[config.mk]
export PLATFORM = sky130hd
export DESIGN_NAME = shwr_summary_buf
export DESIGN_NICKNAME = d
export VERILOG_FILES = /design/src/rtl/shwr_summary_buf_pkg.sv /design/src/rtl/shwr_fwft_fifo.sv /design/src/rtl/shwr_summary_buf.sv
export SDC_FILE = /design/constraint.sdc
export NUM_CORES = 1
export LEC_CHECK = 0
export BUFFER_PORTS_ARGS = -buffer_cell sky130_fd_sc_hd__buf_2
export CORE_AREA = 5 5 175 143
export CTS_CLUSTER_SIZE = 28
export DETAILED_ROUTE_END_ITERATION = 6
export DIE_AREA = 0 0 180 148
export PLACE_DENSITY_LB_ADDON = 0.25
export REMOVE_ABC_BUFFERS = 1
export SYNTH_ARGS = -nofsm -noshare
export SYNTH_HDL_FRONTEND = slang
export SYNTH_SLANG_ARGS = --single-unit
[constraint.sdc]
create_clock -name CLK120 -period 4.4 [get_ports CLK120]
set_input_delay 0.22 -clock CLK120 [delete_from_list [all_inputs] [get_ports CLK120]]
set_output_delay 0.22 -clock CLK120 [all_outputs]
set_load 0.1 [all_outputs]
[src/rtl/shwr_summary_buf_pkg.sv]
// Shared definitions for the shower summary buffer.
//   - capture FSM state encoding
//   - default integration window length and upstream settle margin
//   - summary record field layout (MSB..LSB):
//       {INTEGRAL, PEAK, BASELINE, SATURATED, EARLY, TAG}
package shwr_summary_buf_pkg;

  typedef enum logic [1:0] {
    IDLE,
    INTEG,
    HOLD
  } shwr_state_t;

  // Integration window length in bins; must match the integral stage.
  localparam int unsigned SHWR_AREA_BINS     = 255;
  // Window plus two-stage integral pipeline plus one bin of margin.
  localparam int unsigned SHWR_SETTLE_MARGIN = 3;

  localparam int unsigned SHWR_TAG_WIDTH  = 8;
  localparam int unsigned SHWR_DROP_WIDTH = 8;
  // SATURATED and EARLY flags.
  localparam int unsigned SHWR_FLAG_BITS  = 2;

  function automatic int unsigned shwr_rec_width(input int unsigned area_w,
                                                 input int unsigned adc_w,
                                                 input int unsigned base_w);
    return area_w + adc_w + base_w + SHWR_FLAG_BITS + SHWR_TAG_WIDTH;
  endfunction

endpackage

[src/rtl/shwr_fwft_fifo.sv]
// First-word-fall-through FIFO for shower summary records.
//   CLK120     clock, rising edge
//   RESET      asynchronous active-high reset (pointers/flags; storage kept)
//   PUSH       write PUSH_DATA; accepted when not FULL or when popping
//   PUSH_DATA  record to store
//   POP        remove head record; ignored when EMPTY
//   POP_DATA   head record (valid while EMPTY=0)
//   COUNT      records stored, 0..2**DEPTH_LOG2
//   FULL       registered, COUNT == depth
//   EMPTY      registered, COUNT == 0
module shwr_fwft_fifo #(
  parameter int unsigned WIDTH      = 8,
  parameter int unsigned DEPTH_LOG2 = 2
) (
  input  logic                  CLK120,
  input  logic                  RESET,
  input  logic                  PUSH,
  input  logic [WIDTH-1:0]      PUSH_DATA,
  input  logic                  POP,
  output logic [WIDTH-1:0]      POP_DATA,
  output logic [DEPTH_LOG2:0]   COUNT,
  output logic                  FULL,
  output logic                  EMPTY
);

  localparam int unsigned DEPTH = 2 ** DEPTH_LOG2;
  localparam int unsigned CW    = DEPTH_LOG2 + 1;

  logic [WIDTH-1:0]      mem [0:DEPTH-1];
  logic [DEPTH_LOG2-1:0] wr_ptr;
  logic [DEPTH_LOG2-1:0] rd_ptr;
  logic                  pop_ok;
  logic                  push_ok;
  logic [DEPTH_LOG2:0]   count_next;

  // A pop in the same cycle frees the slot, so a push while FULL still lands.
  assign pop_ok  = POP & ~EMPTY;
  assign push_ok = PUSH & (~FULL | pop_ok);

  assign POP_DATA = mem[rd_ptr];

  always_comb begin
    count_next = COUNT;
    if (push_ok && !pop_ok) count_next = COUNT + 1'b1;
    else if (!push_ok && pop_ok) count_next = COUNT - 1'b1;
  end

  always_ff @(posedge CLK120) begin
    if (push_ok) mem[wr_ptr] <= PUSH_DATA;
  end

  always_ff @(posedge CLK120 or posedge RESET) begin
    if (RESET) begin
      wr_ptr <= '0;
      rd_ptr <= '0;
      COUNT  <= '0;
      FULL   <= 1'b0;
      EMPTY  <= 1'b1;
    end else begin
      if (push_ok) wr_ptr <= wr_ptr + 1'b1;
      if (pop_ok)  rd_ptr <= rd_ptr + 1'b1;
      COUNT <= count_next;
      FULL  <= (count_next == CW'(DEPTH));
      EMPTY <= (count_next == '0);
    end
  end

endmodule

[src/rtl/shwr_summary_buf.sv]
// Per-PMT shower summary capture. Watches the shower trigger window, and once
// the integral stage has settled (or the window ends early) pushes one
// {INTEGRAL, PEAK, BASELINE, SATURATED, EARLY, TAG} record into a small FWFT
// FIFO drained by the processor register interface.
//   CLK120, RESET                 clock / asynchronous active-high reset
//   TRIGGERED                     shower trigger window
//   INTEGRAL, PEAK, BASELINE,
//   SATURATED                     upstream integral-stage results
//   RD_EN                         pop head record (ignored when EMPTY)
//   OUT_*                         head record fields (0 while EMPTY)
//   EMPTY, FULL, COUNT            FIFO status
//   DROPPED                       saturating count of records lost to FULL
module shwr_summary_buf
  import shwr_summary_buf_pkg::*;
#(
  parameter int unsigned ADC_WIDTH  = 12,
  parameter int unsigned BASE_WIDTH = 14,
  parameter int unsigned AREA_WIDTH = 19,
  parameter int unsigned AREA_BINS  = SHWR_AREA_BINS,
  parameter int unsigned DEPTH_LOG2 = 2
) (
  input  logic                       CLK120,
  input  logic                       RESET,
  input  logic                       TRIGGERED,
  input  logic [AREA_WIDTH-1:0]      INTEGRAL,
  input  logic [ADC_WIDTH-1:0]       PEAK,
  input  logic [BASE_WIDTH-1:0]      BASELINE,
  input  logic                       SATURATED,
  input  logic                       RD_EN,
  output logic [AREA_WIDTH-1:0]      OUT_INTEGRAL,
  output logic [ADC_WIDTH-1:0]       OUT_PEAK,
  output logic [BASE_WIDTH-1:0]      OUT_BASELINE,
  output logic                       OUT_SAT,
  output logic                       OUT_EARLY,
  output logic [SHWR_TAG_WIDTH-1:0]  OUT_TAG,
  output logic                       EMPTY,
  output logic                       FULL,
  output logic [DEPTH_LOG2:0]        COUNT,
  output logic [SHWR_DROP_WIDTH-1:0] DROPPED
);

  localparam int unsigned REC_W = shwr_rec_width(AREA_WIDTH, ADC_WIDTH, BASE_WIDTH);
  localparam int unsigned DONE  = AREA_BINS + SHWR_SETTLE_MARGIN;
  localparam int unsigned CNT_W = $clog2(DONE + 1);

  shwr_state_t               state;
  logic [CNT_W-1:0]          bin_cnt;
  logic                      armed;
  logic [SHWR_TAG_WIDTH-1:0] tag;
  logic                      push;
  logic                      early;
  logic                      drop;
  logic [REC_W-1:0]          push_data;
  logic [REC_W-1:0]          head;

  logic [AREA_WIDTH-1:0]     head_integral;
  logic [ADC_WIDTH-1:0]      head_peak;
  logic [BASE_WIDTH-1:0]     head_baseline;
  logic                      head_sat;
  logic                      head_early;
  logic [SHWR_TAG_WIDTH-1:0] head_tag;

  // Push is decided combinationally from the FSM state so the record samples
  // upstream values on the very edge TRIGGERED is seen low.
  always_comb begin
    push  = 1'b0;
    early = 1'b0;
    if (state == INTEG) begin
      if (bin_cnt == CNT_W'(DONE)) begin
        push = 1'b1;
      end else if (!TRIGGERED) begin
        push  = 1'b1;
        early = 1'b1;
      end
    end
  end

  // FULL implies non-empty, so any RD_EN that cycle frees a slot.
  assign drop      = push & FULL & ~RD_EN;
  assign push_data = {INTEGRAL, PEAK, BASELINE, SATURATED, early, tag};

  always_ff @(posedge CLK120 or posedge RESET) begin
    if (RESET) begin
      state   <= IDLE;
      bin_cnt <= '0;
      armed   <= 1'b0;
      tag     <= '0;
      DROPPED <= '0;
    end else begin
      // A window cut by reset must not re-arm until TRIGGERED has dropped.
      if (!TRIGGERED) armed <= 1'b1;
      if (push) tag <= tag + 1'b1;
      if (drop && DROPPED != '1) DROPPED <= DROPPED + 1'b1;
      case (state)
        IDLE: begin
          if (TRIGGERED && armed) begin
            state   <= INTEG;
            bin_cnt <= '0;
          end
        end
        INTEG: begin
          bin_cnt <= bin_cnt + 1'b1;
          if (bin_cnt == CNT_W'(DONE)) state <= TRIGGERED ? HOLD : IDLE;
          else if (!TRIGGERED)         state <= IDLE;
        end
        HOLD: begin
          if (!TRIGGERED) state <= IDLE;
        end
        default: state <= IDLE;
      endcase
    end
  end

  shwr_fwft_fifo #(
    .WIDTH      (REC_W),
    .DEPTH_LOG2 (DEPTH_LOG2)
  ) u_fifo (
    .CLK120    (CLK120),
    .RESET     (RESET),
    .PUSH      (push),
    .PUSH_DATA (push_data),
    .POP       (RD_EN),
    .POP_DATA  (head),
    .COUNT     (COUNT),
    .FULL      (FULL),
    .EMPTY     (EMPTY)
  );

  assign {head_integral, head_peak, head_baseline, head_sat, head_early, head_tag} = head;

  // Storage survives reset, so the head is masked to present zeros while empty.
  assign OUT_INTEGRAL = EMPTY ? '0 : head_integral;
  assign OUT_PEAK     = EMPTY ? '0 : head_peak;
  assign OUT_BASELINE = EMPTY ? '0 : head_baseline;
  assign OUT_SAT      = EMPTY ? 1'b0 : head_sat;
  assign OUT_EARLY    = EMPTY ? 1'b0 : head_early;
  assign OUT_TAG      = EMPTY ? '0 : head_tag;

endmodule

Word-level counts from Yosys, hierarchy flattened. Memory sizes are Yosys's and may differ from the RTL's. Cells that the tools add are included.

Equality and inequality tests: 6. Reduce and logical (&&, ||, !) cells: 10. Add/subtract/negate cells: 7. Multiplexer cells: 22. Bitwise logic cells: 8.

Operator list (count): two-way mux 19 bit (1); one-hot mux 9 bit (2 select lines) (1); adder 8 x 1 -> 8 bit (second input constant) (2); two-way mux 14 bit (1); two-way mux 12 bit (1); adder 9 x 1 -> 9 bit (second input constant) (1); == test 9 bit (second input constant) (1); two-way mux 1 bit (9); two-way mux 9 bit (1); two-way mux 2 bit (4); two-way mux 8 bit (1); inequality test 8 bit (second input constant) (1); two-way mux 3 bit (2); one-hot mux 2 bit (3 select lines) (1); adder 2 x 1 -> 2 bit (second input constant) (2); bitwise AND 1 bit (4); logical AND 1 bit (4); adder 3 x 1 -> 3 bit (second input constant) (1); == test 3 bit (second input constant) (1); zero test 3 bit (1); inverter 1 bit (3); subtractor 3 x 1 -> 3 bit (second input constant) (1); == test 2 x 1 -> 1 bit (second input constant) (1); == test 2 bit (second input constant) (1); other kinds (6) (7).

Bits in registers: 37. Output and inout bits: 68. Logic and storage cells: 64. Input bits: 50. RAM bits: 220. Memories kept: 1.

Memory list: u_fifo.mem (depth 4, width 55, read ports 1, clocked after Yosys merged registers in 0, write ports 1, RTL line shwr_fwft_fifo.sv:29) `logic [WIDTH-1:0] mem [0:DEPTH-1];`.

Depth between registers and ports, before layout. Gate-level depths: netlist of run 1.

Depth in word-level cells: 9. Mapped depth: 8. Depth with buffers taken out: 8.

Modules after synthesis. Synthesis of run 1 repeated with hierarchy kept, for this count alone.

Cell total of the unflattened synthesis: 524. Area, all modules: 10202.3 µm².

By module, submodules not included: shwr_fwft_fifo (times used 1, seq. area each 6832.8 µm², area each 8444.3 µm², cells each 333); shwr_summary_buf (times used 1, seq. area each 700.7 µm², area each 1757.9 µm², cells each 191).

Worst setup path before layout of run 1. No wires, ideal clock.

Path type: flip-flop to flip-flop. Start: register bin_cnt[0]. End: memory u_fifo.mem[0][0] (netlist bit), enable pin. Setup slack: 1.369 ns. Cell stages (with the launch flop): 8. Library setup time: 0.419 ns. Buffers on the path: 0. Period minus slack after synthesis: 3.031 ns. Required time: 3.981 ns. Data arrival time: 2.612 ns. Cell sequence: dfrtp_1 inv_1 ha_1 and4bb_2 a21o_4 nand2_2 a21oi_4 and2_1.

Word-level cells in the longest chain between the ends: 6.

Ends and longest elaborated chain: start, declared (RTL line shwr_summary_buf.sv:47) `logic [CNT_W-1:0] bin_cnt;`; start signal, assigned (RTL line shwr_summary_buf.sv:102) `bin_cnt <= bin_cnt + 1'b1;`; == test 9 bit (RTL line shwr_summary_buf.sv:69) `if (bin_cnt == CNT_W'(DONE)) begin`; two-way mux 1 bit (RTL line shwr_summary_buf.sv:69); two-way mux 1 bit (RTL line shwr_summary_buf.sv:68) `if (state == INTEG) begin`; bitwise AND 1 bit (RTL line shwr_fwft_fifo.sv:38) `assign push_ok = PUSH & (~FULL | pop_ok);`; two-way mux 1 bit (RTL line shwr_fwft_fifo.sv:49) `if (push_ok) mem[wr_ptr] <= PUSH_DATA;`; two-way mux 1 bit (implied by the code) (RTL line shwr_fwft_fifo.sv:49); end, declared (RTL line shwr_fwft_fifo.sv:29).

No other way between the ends.

Worst setup path after layout of run 1.
Start: register u_fifo.rd_ptr[0]. End: output OUT_BASELINE[10].

Word-level cells in the longest chain between the ends: 2.

Ends and longest elaborated chain: start, declared (RTL line shwr_fwft_fifo.sv:31) `logic [DEPTH_LOG2-1:0] rd_ptr;`; start signal, assigned (RTL line shwr_fwft_fifo.sv:61) `if (pop_ok) rd_ptr <= rd_ptr + 1'b1;`; memory (4 x 55 bit); two-way mux 14 bit (RTL line shwr_summary_buf.sv:134) `assign OUT_BASELINE = EMPTY ? '0 : head_baseline;`; end, declared (RTL line shwr_summary_buf.sv:32) `output logic [BASE_WIDTH-1:0] OUT_BASELINE,`.

No other way between the ends.

==> results of run 1 <==
-- cell type report --
| type | count | area, sq um | share of cell area (%) |
|---|---|---|---|
| flip-flops and latches | 257 | 7538 | 59.94 |
| clock buffers | 37 | 797.0 | 6.337 |
| well taps | 312 | 390.4 | 3.104 |
| clock inverters | 13 | 135.1 | 1.074 |
| multi-input cells | 247 | 2532 | 20.14 |
| repair buffers | 174 | 1146 | 9.113 |
| inverters | 10 | 37.54 | 0.2984 |
-- worst max path at each step --
stage | startpoint | end | slack (ps) | cells past startpoint
3_5_place_dp | state[0] | u_fifo.mem[0][54] | 1400 | 5
5_1_grt | u_fifo.rd_ptr[0] | OUT_BASELINE[10] | 900 | 4
3_3_place_gp | state[0] | u_fifo.mem[0][50] | 1480 | 5
2_1_floorplan | u_fifo.rd_ptr[0] | OUT_BASELINE[0] | 80 | 2
4_1_cts | u_fifo.rd_ptr[0] | OUT_PEAK[11] | 1050 | 4
6_report | u_fifo.rd_ptr[0] | OUT_BASELINE[10] | 1140 | 4
-- sequential cells by signal (all words and copies together) (netlist names) --
signal         count
u_fifo.mem       220
bin_cnt            9
DROPPED            8
tag                8
u_fifo.COUNT       3
state              2
u_fifo.rd_ptr      2
u_fifo.wr_ptr      2
armed              1
u_fifo.EMPTY       1
u_fifo.FULL        1
-- critical path: cells and delay by family, from the launching register on --
| family | cells | cell delay (ps) |
|---|---|---|
| buffers and inverters | 2 | 700 |
| DFF | 1 | 1100 |
| muxes | 1 | 520 |
| and+or+nand+nor | 1 | 150 |
-- cells by family (layout without fill, tap and decap cells) --
group	Yosys count	in the layout	synth area share, %
adders and majority gates	10	10	1.227
and+or+nand+nor	124	124	7.188
DFF	257	257	73.86
muxes	58	58	12.48
buffers and inverters	32	234	1.362
AOI/OAI and AO/OA	35	35	2.171
xor gates and xnor gates	20	20	1.717
-- what timing repair did --
action / CTS / global route
endpoints found under the setup margin: 0 / 0
hold buffers: 48 / 0
endpoints found under the hold margin: 222 / 0
-- metal layers --
metal  share of wire [%]  GRT usage (%)
met5                   0              0
met4                 1.9          3.161
met3                 4.8          3.272
met2                  48          24.83
met1                  45          20.96
-- cell usage in the layout (no fill, tap or decap), types with 3 or more instances in the layout --
master and count:
buf_4 8, clkinv_1 4, xor2_1 4, nand2b_1 4, a31oi_1 3, a21oi_1 12, dlygate4sd3_1 48, ha_1 10
clkbuf_16 30, edfxtp_1 220, clkbuf_1 5, o21ai_0 11, and2_2 4, and3_1 5, inv_1 10, clkinv_2 4
nand3_1 7, mux2_2 3, nor2_1 5, dfrtp_1 34, buf_2 117, nand4_1 8, nor3_1 3, xnor2_1 16
nor2b_1 57, nand2_1 19, mux4_2 55
-- through the flow --
stage	util, %	instances
final	54.48	1050
after global placement	48.36	952
after detailed placement	48.36	952
after floorplan	-	514
after CTS	54.48	1050
after global routing	54.48	1050
==> flow_summary_export.csv, run 1 <==
group,metric,value,unit
outcome,status,"complete, no violations",
timing,relSlewSlack,32.49,%
cts,cts_root_buf,"clkbuf_16",
floorplan,coreArea,23080,sq um
critical_path,cp_max_fo,49,
timing,hold_viol_final,0,
synth,synth-seq-cells,257,
critical_path,crit_arrival,3040,ps
synth,synth_top_area_cell,"edfxtp_1",
critical_path,max_stage_delay,1100,ps
timing,worst_pin_slew,1013,ps
place,dpl.hpwl,12000,um
critical_path,cp_cell_sequence,"buf_4, mux4_2, nor2b_1, buf_2",
worst_hold_path,hold_class,"in -> reg",
drt,dr.pass1.iters,5,
cts,numCtsBuffers,27,
worst_hold_path,worstHoldStart,"RD_EN",
timing,min_period_over_period,74.10,%
cts,cts_resized,0,
place,pre_cts_ws,1397,ps
global_routing,grt_pass1_wl,31940,um
timing,setup-violations-final,0,
finish,finalNetCount,777,
worst_hold_path,holdPathEnd,"u_fifo.rd_ptr[0]",
critical_path,reg2reg_depth,5,
synth,ys_seq_area_share,73.86,%
cts,path_clk_slew,60,ps
synth,synth_commonest_cells,"edfxtp_1, nor2b_1, mux4_2",
floorplan,num_rows,50,
floorplan,die_h,148,um
timing,finClkSkew,10.30,ps
critical_path,start_kind,"register",
drt,ant_nets,0,
global_routing,grt_max_degree,59,
critical_path,endpoint_kind,"output pin",
timing,slew_viol_final,0,
global_routing,grt_use_total,15.05,%
floorplan,die_area,26640,sq um
drt,drc,0,
drt,wl,19850,um
critical_path,r2r_slack,1430,ps
drt,via_per_inst,5.069,
synth,synth.distinct_cells,43,
timing,post-route-min-period,3261,ps
drt,vias,5322,
drt,wl_per_cell,18.90,um
worst_hold_path,min_delay_path_depth,3,
cts,cts_sinks,257,
finish,design_area,12580,sq um
timing,whs,173.7,ps
critical_path,r2r_end,"u_fifo.mem[0][44]",
synth,yosysMostFrequentCell,"edfxtp_1",
critical_path,critical_path_class,"reg -> out",
synth,avgSynthCellArea,19.03,sq um
timing,fmax,306.7,MHz
run,cap_violations,0,
cts,htreeDepth,1,
floorplan,initial_core_util,44.18,%
timing,setup_ws,1139,ps
synth,yosysTopAreaCellShare,64.77,%
place,port_buffers,117,
timing,finalSetupTns,0,ps
synth,synth_area_leaders,"edfxtp_1, mux4_2, dfrtp_1, nor2b_1, xnor2_1",
floorplan,num_io_pins,118,
critical_path,cpMaxStageDelayCell,"dfrtp_4",
synth,netlist_area,10200,sq um
place,gp_congestion,0.8442,
cts,clock_latency,540,ps
cts,cts_setup_buffers,0,
critical_path,regToRegStartpoint,"state[0]",
cts,tritoncts,"built",
synth,synth_ff_type,"edfxtp_1",
cts,cts_buffer_depth,3,
finish,diodes,0,
critical_path,crit_required,4180,ps
timing,rsz0062_at_grt,"false",
global_routing,overflow,0,
global_routing,grt_pass1_vias,5690,
global_routing,antenna_found_initial,0,
synth,syn_inst,536,
finish,area_growth,23.31,%
drt,drtIter0Drc,334,
synth,synthArstFlopShare,14.40,%
finish,n_fill_cell,1808,
floorplan,die_w,180,um
place,place_area,11160,sq um
synth,yosysWarnings,0,
synth,synth_edf_count,220,
finish,drive_gt1_share,32.25,%
Power of run 1 is not shown: default switching activity piles up to over one toggle a cycle in this logic, so the estimate is an artifact.
==> inputs of run 2 (changes only) <==
Clock period 4.4 ns to 3.4 ns, I/O delays scaled along.
==> flow_summary_export.csv, run 2 (same netlist as run 1, synthesis figures left out) <==
group,metric,value,unit
outcome,status,"complete, no violations",
timing,rsz0062_at_grt,"false",
place,dp.cells,957,
critical_path,cpMaxStageDelayCell,"dfrtp_2",
timing,worst_pin_slew,1012,ps
global_routing,grt.busiest_layer,"met2",
finish,register_area,7538,sq um
global_routing,grt_pass1_vias,5801,
timing,whs,174.6,ps
finish,finalNetCount,782,
critical_path,start_kind,"register",
cts,cts_sinks,257,
floorplan,num_io_pins,118,
cts,numCtsBuffers,27,
finish,n_fill_cell,1829,
finish,drive_gt1_share,32.34,%
cts,cts_setup_buffers,0,
finish,final_common_cell,"edfxtp_1",
cts,cts_resized,0,
floorplan,die_w,180,um
critical_path,critical_path_class,"reg -> out",
global_routing,grt_util_met3,3.419,%
critical_path,r2r_end,"u_fifo.mem[1][18]",
critical_path,cpLargestDelayFamily,"flip-flops",
critical_path,max_stage_delay,920,ps
finish,instances_no_fill,1051,
drt,drc,0,
timing,min_period_over_period,81.86,%
worst_hold_path,hold_class,"in -> reg",
global_routing,grt_max_degree,56,
cts,path_clk_slew,60,ps
place,dpl.hpwl,12360,um
drt,ant_nets,0,
global_routing,grt_use_met1,21.71,%
critical_path,startpoint,"u_fifo.rd_ptr[1]",
cts,cts_root_buf,"clkbuf_16",
critical_path,cp_max_fo,31,
finish,post-route-util,54.54,%
critical_path,r2r_slack,1090,ps
timing,hold_viol_final,0,
drt,wl,20090,um
floorplan,die_h,148,um
drt,vias,5372,
drt,drtIter0Drc,360,
drt,wl_per_cell,19.11,um
timing,setup-violations-final,0,
timing,finClkSkew,16.88,ps
finish,area_growth,23.43,%
cts,clock_latency,520,ps
critical_path,crit_required,3230,ps
critical_path,regToRegStartpoint,"bin_cnt[2]",
floorplan,die_area,26640,sq um
cts,htreeDepth,1,
global_routing,grt_use_total,15.13,%
place,gp_congestion,0.8165,
critical_path,crit_cells,4,
finish,final_cell_mix,"edfxtp_1, buf_2, nor2b_1",
cts,cts_buffer_depth,3,
critical_path,reg2reg_depth,6,
timing,slew_viol_final,0,
timing,post-route-min-period,2783,ps
run,cap_violations,0,
global_routing,overflow,0,
global_routing,grt_pass1_wl,32340,um
timing,relSlewSlack,32.45,%
critical_path,critical_path_buf_inv_count,2,
drt,via_per_inst,5.111,
critical_path,endpoint_kind,"output pin",
critical_path,worstSetupEndpoint,"OUT_TAG[5]",
critical_path,cp_cell_sequence,"buf_12, mux4_2, nor2b_1, buf_2",
critical_path,crit_arrival,2610,ps
floorplan,initial_core_util,44.18,%
place,port_buffers,117,
finish,top_regs,"u_fifo.mem x220, bin_cnt x9",
finish,multi_input_area,2532,sq um
timing,fmax,359.3,MHz
finish,diodes,0,
global_routing,met2_usage,24.38,%
finish,top_register,"u_fifo.mem",
drt,dr.pass1.iters,5,
cts,tritoncts,"built",
floorplan,num_rows,50,
floorplan,coreArea,23080,sq um
finish,largest_register_ffs,220,
global_routing,antenna_found_initial,0,
run 2: layout make-up:
class                   instances  area share, %
flip-flops and latches        257          59.88
clock buffers                  33          5.546
repair buffers                179          9.899
well taps                     312          3.101
clock inverters                13          1.163
inverters                      10         0.2982
multi-input cells             247          20.12
run 2: timing repair:
action                                  4_1_cts  5_1_grt
endpoints found under the hold margin       212        0
endpoints found under the setup margin        0        0
hold buffers                                 48        0
run 2: routing by layer:
| layer | wire [um] | vias up |
|---|---|---|
| met5 | 0 | - |
| met4 | 315 | 0 |
| met3 | 1120 | 32 |
| met2 | 9563 | 148 |
| met1 | 9086 | 2721 |
| li1 | - | 2471 |
run 2: worst register-to-register path: cells and delay by family, from the launching register on:
kind	cells	cell delay [ps]
AOI/OAI and AO/OA	2	420
buffers and inverters	1	320
DFF	1	460
and+or+nand+nor	3	720
run 2: how the worst min path moves through the flow:
stage | to | cells past startpoint | from
finish | u_fifo.rd_ptr[0] | 3 | RD_EN
global route | u_fifo.rd_ptr[0] | 3 | RD_EN
CTS | u_fifo.rd_ptr[0] | 3 | RD_EN
detailed placement | u_fifo.mem[0][14] | 1 | BASELINE[4]
global placement | u_fifo.mem[0][44] | 1 | INTEGRAL[8]
floorplan | armed | 1 | TRIGGERED
run 2: metrics by stage:
stage / TNS [ps] / area [sq um] / setup WS [ps]
after floorplan: -47650 / 10100 / -866.3
after global placement: 0 / 11260 / 1118
after detailed placement: 0 / 11260 / 1102
after CTS: 0 / 12590 / 555.4
after global routing: 0 / 12590 / 479.7
final: 0 / 12590 / 616.6
Power of run 2 is left out for the same reason.
==> inputs of run 3 (changes only) <==
Clock period 3.4 ns to 2.6 ns, I/O delays scaled along.
==> flow_summary_export.csv, run 3 (same netlist as run 1, synthesis figures left out) <==
group,metric,value,unit
floorplan,initial_core_util,44.18,%
cts,numCtsBuffers,26,
cts,cts_sinks,257,
timing,setup_ws,126.0,ps
finish,final_cell_mix,"edfxtp_1, buf_2, nor2b_1",
timing,hold_viol_final,0,
critical_path,start_kind,"register",
global_routing,grt_pass1_vias,5836,
critical_path,cp_max_fo,20,
place,port_buffers,117,
timing,whs,132.5,ps
drt,via_per_inst,5.126,
finish,largest_register_ffs,220,
drt,drc,0,
timing,min_period_over_period,95.16,%
cts,tritoncts,"built",
finish,multi_input_area,2532,sq um
finish,area_growth,24.94,%
finish,final_common_cell,"edfxtp_1",
global_routing,grt_use_total,15.19,%
critical_path,crit_required,2470,ps
timing,worst_pin_slew,929.8,ps
floorplan,coreArea,23080,sq um
global_routing,grt_pass1_wl,32290,um
floorplan,num_rows,50,
drt,dr.pass1.iters,4,
critical_path,crit_arrival,2340,ps
drt,wl_per_cell,18.96,um
timing,setup-violations-final,0,
timing,fmax,404.2,MHz
cts,cts_resized,0,
global_routing,antenna_found_initial,0,
run,cap_violations,0,
finish,drive_gt1_share,33.29,%
drt,ant_nets,0,
finish,top_regs,"u_fifo.mem x220, bin_cnt x9",
place,dpl.hpwl,12800,um
cts,cts_root_buf,"clkbuf_16",
outcome,status,"complete, no violations",
timing,finalSetupTns,0,ps
finish,finalNetCount,791,
drt,vias,5449,
timing,finClkSkew,19.81,ps
timing,slew_viol_final,0,
place,gp_congestion,0.7368,
cts,cts_buffer_depth,3,
finish,top_register,"u_fifo.mem",
drt,drtIter0Drc,308,
finish,n_fill_cell,1784,
global_routing,overflow,0,
floorplan,die_area,26640,sq um
critical_path,endpoint_kind,"output pin",
finish,post-route-util,55.20,%
worst_hold_path,hold_class,"in -> reg",
drt,wl,20150,um
floorplan,die_w,180,um
cts,htreeDepth,1,
timing,post-route-min-period,2474,ps
floorplan,num_io_pins,118,
finish,diodes,0,
critical_path,critical_path_class,"reg -> out",
floorplan,die_h,148,um
place,pre_cts_ws,297.0,ps
finish,register_area,7538,sq um
global_routing,grt_max_degree,56,
cts,path_clk_slew,60,ps
timing,relSlewSlack,37.94,%
timing,rsz0062_at_grt,"false",
cts,clock_latency,520,ps
## run 3: cell count changes in the layout (fill, tap and decap cells not counted), sizes merged
| cell | delta |
|---|---|
| clkinv | +3 |
| clkbuf | -1 |
| bufinv | +1 |
| buf | +10 |
| inv | -1 |
## run 3: final timing paths
check	start	to	slack, ps	cells past startpoint
max in group asynchronous	RESET	u_fifo.EMPTY	1470	4
setup / recovery	u_fifo.rd_ptr[0]	OUT_PEAK[0]	130	4
setup reg to reg	bin_cnt[0]	u_fifo.mem[2][36]	310	8
hold / removal	RD_EN	u_fifo.rd_ptr[0]	130	3
min in group asynchronous	RESET	DROPPED[5]	360	3
hold reg to reg	armed	armed	490	1
## run 3: routing by layer
metal	track usage, %	part of all wire, %
met5	0	0
met2	25.41	49
met3	3.149	5.3
met1	21.18	44
met4	2.704	1.5
## run 3: cell type report
| cell class | instances | area share (%) |
|---|---|---|
| repair buffers | 189 | 10.82 |
| clock inverters | 16 | 1.512 |
| flip-flops and latches | 257 | 59.16 |
| inverters | 10 | 0.2946 |
| well taps | 312 | 3.063 |
| clock buffers | 32 | 5.282 |
| multi-input cells | 247 | 19.87 |
## run 3: per-stage QoR
stage / area, sq um / instances
after detailed placement: 11340 / 961
final: 12740 / 1063
after global routing: 12740 / 1063
after CTS: 12710 / 1058
after global placement: 11340 / 961
after floorplan: 10100 / 514
## run 3: timing repair
item | in CTS | in global routing
endpoints found under the hold margin | 207 | 0
endpoints found under the setup margin | 40 | 7
cloned | 0 | 0
buffers inserted | 1 | 5
hold buffers | 48 | 0
## run 3: worst max-delay path: stages (launching register included)
cell	delay, ps
dfrtp_4	560
buf_12	240
mux4_2	520
nor2b_1	170
buf_2	320
Power of run 3 is left out for the same reason.
